===== src/rtl/updown_mod_counter.sv =====
// ---------------------------------------------------------------------------
// UpDownModCounter -- modulo-N up/down counter digit with parallel load.
//
// One digit counts 0..N-1 up or down. Several digits chain into a multi-digit
// counter by wiring each digit's tc to the next digit's en. Every digit shares
// clk and dir. No extra glue logic is needed.
//
// Parameters:
//   N     modulus, integer >= 2
//   K     count width, must satisfy 2**K >= N
//
// Ports:
//   clk    in   rising-edge clock for all state
//   rst    in   asynchronous active-high reset (count=0, wrap=0)
//   en     in   count enable / cascade input from a lower digit's tc
//   dir    in   1 = count up, 0 = count down
//   load   in   synchronous parallel load strobe (wins over en)
//   din    in   parallel load value, clamped to N-1 if out of range
//   count  out  registered count, always within 0..N-1
//   tc     out  combinational terminal count, feeds the next digit's en
//   wrap   out  registered one-cycle pulse after a completed wrap
// ---------------------------------------------------------------------------
module updown_mod_counter #(
  parameter int N = 10,
  parameter int K = 4
) (
  input  logic         clk,
  input  logic         rst,
  input  logic         en,
  input  logic         dir,
  input  logic         load,
  input  logic [K-1:0] din,
  output logic [K-1:0] count,
  output logic         tc,
  output logic         wrap
);

  // Refuse to build a counter whose code space cannot hold every value.
  generate
    if (N < 2 || (2 ** K) < N) begin : gBadParams
      $error("updown_mod_counter: need N >= 2 and 2**K >= N");
    end
  endgenerate

  localparam logic [K-1:0] MaxVal = K'(N - 1);

  logic [K-1:0] count_q, count_d;
  logic         wrap_q, wrap_d;

  // tc is the cascade carry/borrow. It is suppressed during a load so that a
  // loading digit never ripples into the next digit.
  assign tc = en & ~load & ((dir & (count_q == MaxVal)) | (~dir & (count_q == '0)));

  // Next-state logic with priority load, then en, then hold. The count is
  // compared against the end value before each step. This keeps it inside
  // 0..N-1 even when N is not a power of two.
  always_comb begin
    count_d = count_q;
    wrap_d  = 1'b0;
    if (load) begin
      count_d = (din > MaxVal) ? MaxVal : din;
    end else if (en) begin
      wrap_d = tc;
      if (dir) begin
        count_d = (count_q == MaxVal) ? '0 : count_q + K'(1);
      end else begin
        count_d = (count_q == '0) ? MaxVal : count_q - K'(1);
      end
    end
  end

  always_ff @(posedge clk or posedge rst) begin
    if (rst) begin
      count_q <= '0;
      wrap_q  <= 1'b0;
    end else begin
      count_q <= count_d;
      wrap_q  <= wrap_d;
    end
  end

  assign count = count_q;
  assign wrap  = wrap_q;

endmodule


===== config.mk =====
export PLATFORM = sky130hd
export DESIGN_NAME = updown_mod_counter
export DESIGN_NICKNAME = d
export VERILOG_FILES = /design/src/rtl/updown_mod_counter.sv
export SDC_FILE = /design/constraint.sdc
export NUM_CORES = 1
export LEC_CHECK = 0
export BUFFER_PORTS_ARGS = -buffer_cell sky130_fd_sc_hd__clkbuf_2
export CAP_MARGIN = 20
export CORE_AREA = 2 2 39 41
export DETAILED_ROUTE_END_ITERATION = 10
export DIE_AREA = 0 0 41 43
export GPL_TIMING_DRIVEN = 0
export PLACE_DENSITY_LB_ADDON = 0.1
export SLEW_MARGIN = 15
export SYNTH_ARGS = -nofsm -noshare
export SYNTH_HDL_FRONTEND = slang
export SYNTH_SLANG_ARGS = --single-unit

===== constraint.sdc =====
create_clock -name clk -period 1.5 [get_ports clk]
set_clock_uncertainty 0.2 [all_clocks]
set_input_delay 0.3 -clock clk [delete_from_list [all_inputs] [get_ports clk]]
set_output_delay 0.3 -clock clk [all_outputs]
set_load 0.005 [all_outputs]

## Word level (Yosys, flattened, before mapping)

Index checks and enable logic that the tools add are counted.

- Logic and storage cells: 23
- Output and inout port bits: 6
- Register bits after elaboration: 5
- Input port bits: 9

- Reduce and logical (&&, ||, !) cells: 2
- Multiplexer cells: 8
- Equality and inequality tests: 1
- Bitwise logic cells: 7
- $lt $le $gt $ge: 1
- Add/subtract/negate cells: 2

Operators with widths:

| operator | count |
|---|---|
| 4-bit 2-to-1 mux | 6 |
| 4-bit by 1-bit adder with 4-bit output (second input constant) | 1 |
| 1-bit bitwise AND | 4 |
| 4-bit equality test (second input constant) | 1 |
| 4-bit greater-than comparator (second input constant) | 1 |
| 4-bit logical NOT | 1 |
| 4-bit by 1-bit subtractor with 4-bit output (second input constant) | 1 |
| 1-bit 2-to-1 mux | 2 |
| 1-bit inverter | 2 |
| 2-bit nonzero test | 1 |
| 1-bit OR | 1 |

## Depth between registers and ports, before layout

- Depth after elaboration: 6
- Depth in mapped cells: 5
- Gate-level depth less buffers: 4

## Worst setup path after synthesis

Ideal clock, no wire load.

- Kind: reg-to-output
- Start point: register count_q[0], in the netlist count[0]
- End point: output port tc
- Data required time: 1,000 ps
- Buffers on the path: 1
- Data arrival time: 1,165 ps
- Slack: -165 ps
- Stages on the path, launching flop included: 4
- Cells stage by stage: dfrtp_1 > buf_6 > or3_4 > a211oi_1

- Word-level cells in the longest chain between the ends: 4
- Elaborated cells between the ends (all ways): 6
- Those cells by class: eq/ne: 1; bitwise: 4; reduce/logical: 1

Ends and longest elaborated chain:

| what | RTL line | RTL |
|---|---|---|
| start, declared | 47 | `logic [K-1:0] count_q, count_d;` |
| start signal, assigned | 77 | `count_q <= count_d;` |
| 4-bit equality test / 4-bit logical NOT (equally long branches) | 52 | `assign tc = en & ~load & ((dir & (count_q == MaxVal)) \| (~dir & (count_q == '0)));` |
| 1-bit bitwise AND | 52 |  |
| 1-bit OR * | 52 |  |
| 1-bit bitwise AND * | 52 |  |
| end, declared | 34 | `output logic tc,` |

Mark *: on every way between the ends. The rest lies on a longest branch, timed or not.

## Worst setup path in the final report

Same ends and word-level chain as after synthesis.

==> impl_metrics.yaml <==
grt:
  antenna_found_initial: 0
  grt_max_degree: 11
  gr-total-overflow: 0
  grt_usage_pct: 13.1
  grt_pass1_vias: 380
  grt_pass1_wl_mm: 1.57
floorplanning:
  start_util_pct: 27.3
  dieArea_sq_um: 1760
  fp-row-count: 14
  coreArea_sq_um: 1380
  die_h_um: 43
  ios: 15
  die_w_um: 41
drt:
  wl_per_cell_um: 12.8
  ant_nets: 0
  vias: 425
  drt_iter0_markers: 3
  via_per_inst: 5.06
  drcViolationCount: 0
  wirelength_mm: 1.08
  dr.pass1.iters: 4
synth:
  synth.distinct_cells: 24
  yosysSeqAreaShare_pct: 33.1
  avgSynthCellArea_sq_um: 8.59
  synth_top_area_share_pct: 33.1
  async_flop_share_pct: 100
  yosysTopAreaCell: "dfrtp_1"
  synthTopCellsByArea: "dfrtp_1 33%, o21ai_0 7.9%, a32oi_1 4.6%"
  netlist_area_sq_um: 378
  synth_edf_count: 0
  yosysWarningCount: 0
  synth_nets: 53
  synthCells: 44
  ys_seq_elements: 5
  yosys_most_used_dff: "dfrtp_1"
timing:
  max_freq_mhz: 536
  slew_violations: 0
  finalHoldViolCount: 0
  setup_viol: 4
  fin_crit_ns: 1.87
  rsz0062_at_grt: "yes"
  tightest_slew_ns: 0.369
  fin_setup_tns_ns: -0.732
  fin_crit_sh_pct: 124
  fin_ws_ns: -0.367
  whs_ns: 0.0998
  slew_headroom_pct: 74.7
worst_setup_path:
  worstPathArrival_ns: 1.37
  cp-start-kind: "flip-flop"
  crit_type: "reg2out"
  endpoint_kind: "output port"
  critPathMaxFanout: 2
  worstPathRequired_ns: 1.00
finish:
  filler_cell_count: 158
  area_growth_syn_to_layout_pct: 56.3
  final_cell_mix: "12 x clkbuf_2, 7 x buf_4, 4 x o21ai_0, 4 x dfrtp_1"
  nets: 78
  num_antenna_cells: 0
  final_common_cell: "clkbuf_2"
  fin_util_pct: 42.7
  drive_gt1_share_pct: 51.5
place:
  io_buffer_count: 13
  detailed_place_hpwl_um: 731
  gp_routability_congestion: 0.728
clock_tree:
  path_clk_slew_ns: 0.04
  clk_path_buf_depth: 2
  clk_latency_ns: 0.24
  cts_root_buf: "clkbuf_4"
  clock-sinks: 5
  cts_buffers: 3
  htreeDepth: 1
  cts_tree: "yes"
power_and_ir_drop:
  power_density_nw_per_um2: 912
  leakagePower_nw: 0.268
  peakVddDrop_uv: 213
hold_path:
  min_path_type: "in2reg"
flow_run:
  cap_violations: 0
outcome:
  violations: "negative setup slack"
  outcome: "finished with violations"
-- cell usage after synthesis, types with 2 or more instances --
cell type,number
inv_1,3
dfrtp_1,5
buf_4,2
a32oi_1,2
nor3_1,2
a211oi_1,2
o21ai_0,6
nand3_1,2
nand2_1,2
xnor2_1,2
nor2_1,3
-- final timing paths --
kind                            startpoint        to  slack, ns  depth (start not counted)
worst max-delay path              count[0]        tc      -0.37                          4
worst min-delay path                din[1]  count[1]        0.1                          3
worst max register to register    count[0]  count[2]      -0.18                          7
worst min register to register    count[3]      wrap       0.38                          2
max in group asynchronous              rst  count[3]       0.64                          3
min in group asynchronous              rst  count[2]       0.28                          3
-- worst max-delay path, stage by stage, from the launching register on --
cell,delay [ns]
dfrtp_1,0.38
buf_6,0.12
or3_4,0.33
a211oi_2,0.17
buf_2,0.13
-- flip-flops by register name (all words and copies together) (netlist names) --
register	flops
count	4
wrap	1
-- routing by layer --
metal,part of all wire (%),up-vias,GRT usage (%)
met5,0,-,0
met4,0,0,8.00
met3,4.7,0,1.57
met2,45,16,20.9
met1,51,197,15.7
li1,-,212,-
-- per-stage QoR --
stage                     worst slack (ns)  instance area, sq um  instances  power, mW
after floorplan                    -0.0567                   383         44      0.269
after global placement              -0.192                   468         73      0.322
after detailed placement            -0.200                   468         73      0.323
after CTS                           -0.398                   543         82      0.511
after global routing                -0.419                   591         84      0.578
final                               -0.367                   591         84      0.539
-- cells by family after synthesis --
family | after synthesis | share of synthesized area (%)
AND/OR/NAND/NOR | 16 | 24.5
AO/OA/AOI/OAI | 14 | 25.5
XOR/XNOR | 3 | 6.95
buffers and inverters | 6 | 9.93
flip-flops | 5 | 33.1
-- cell type report --
cell class	instances	area [sq um]	area share (%)
flip-flops and latches	5	126	21.4
repair buffers	20	128	21.6
well taps	16	20.0	3.39
clock buffers	4	26.3	4.45
plain buffers	3	26.3	4.45
multi-input cells	33	253	42.8
inverters	3	11.3	1.91
-- where the power goes --
part | switching [mW] | leakage (nW) | internal [mW]
clock network | 0.0522 | 0.0150 | 0.100
logic | 0.110 | 0.192 | 0.110
registers | 0.0147 | 0.0615 | 0.152
total | 0.177 | 0.268 | 0.362
-- timing repair --
| action | CTS | global route |
|---|---|---|
| hold buffers | 1 | 0 |
| pin swaps | 1 | 4 |
| endpoints found under the setup margin | 1 | 4 |
| endpoints found under the hold margin | 5 | 0 |
| resized for setup | 2 | 10 |
| buffers inserted | 4 | 2 |
No activity file was read; power rests on OpenSTA's default activity.
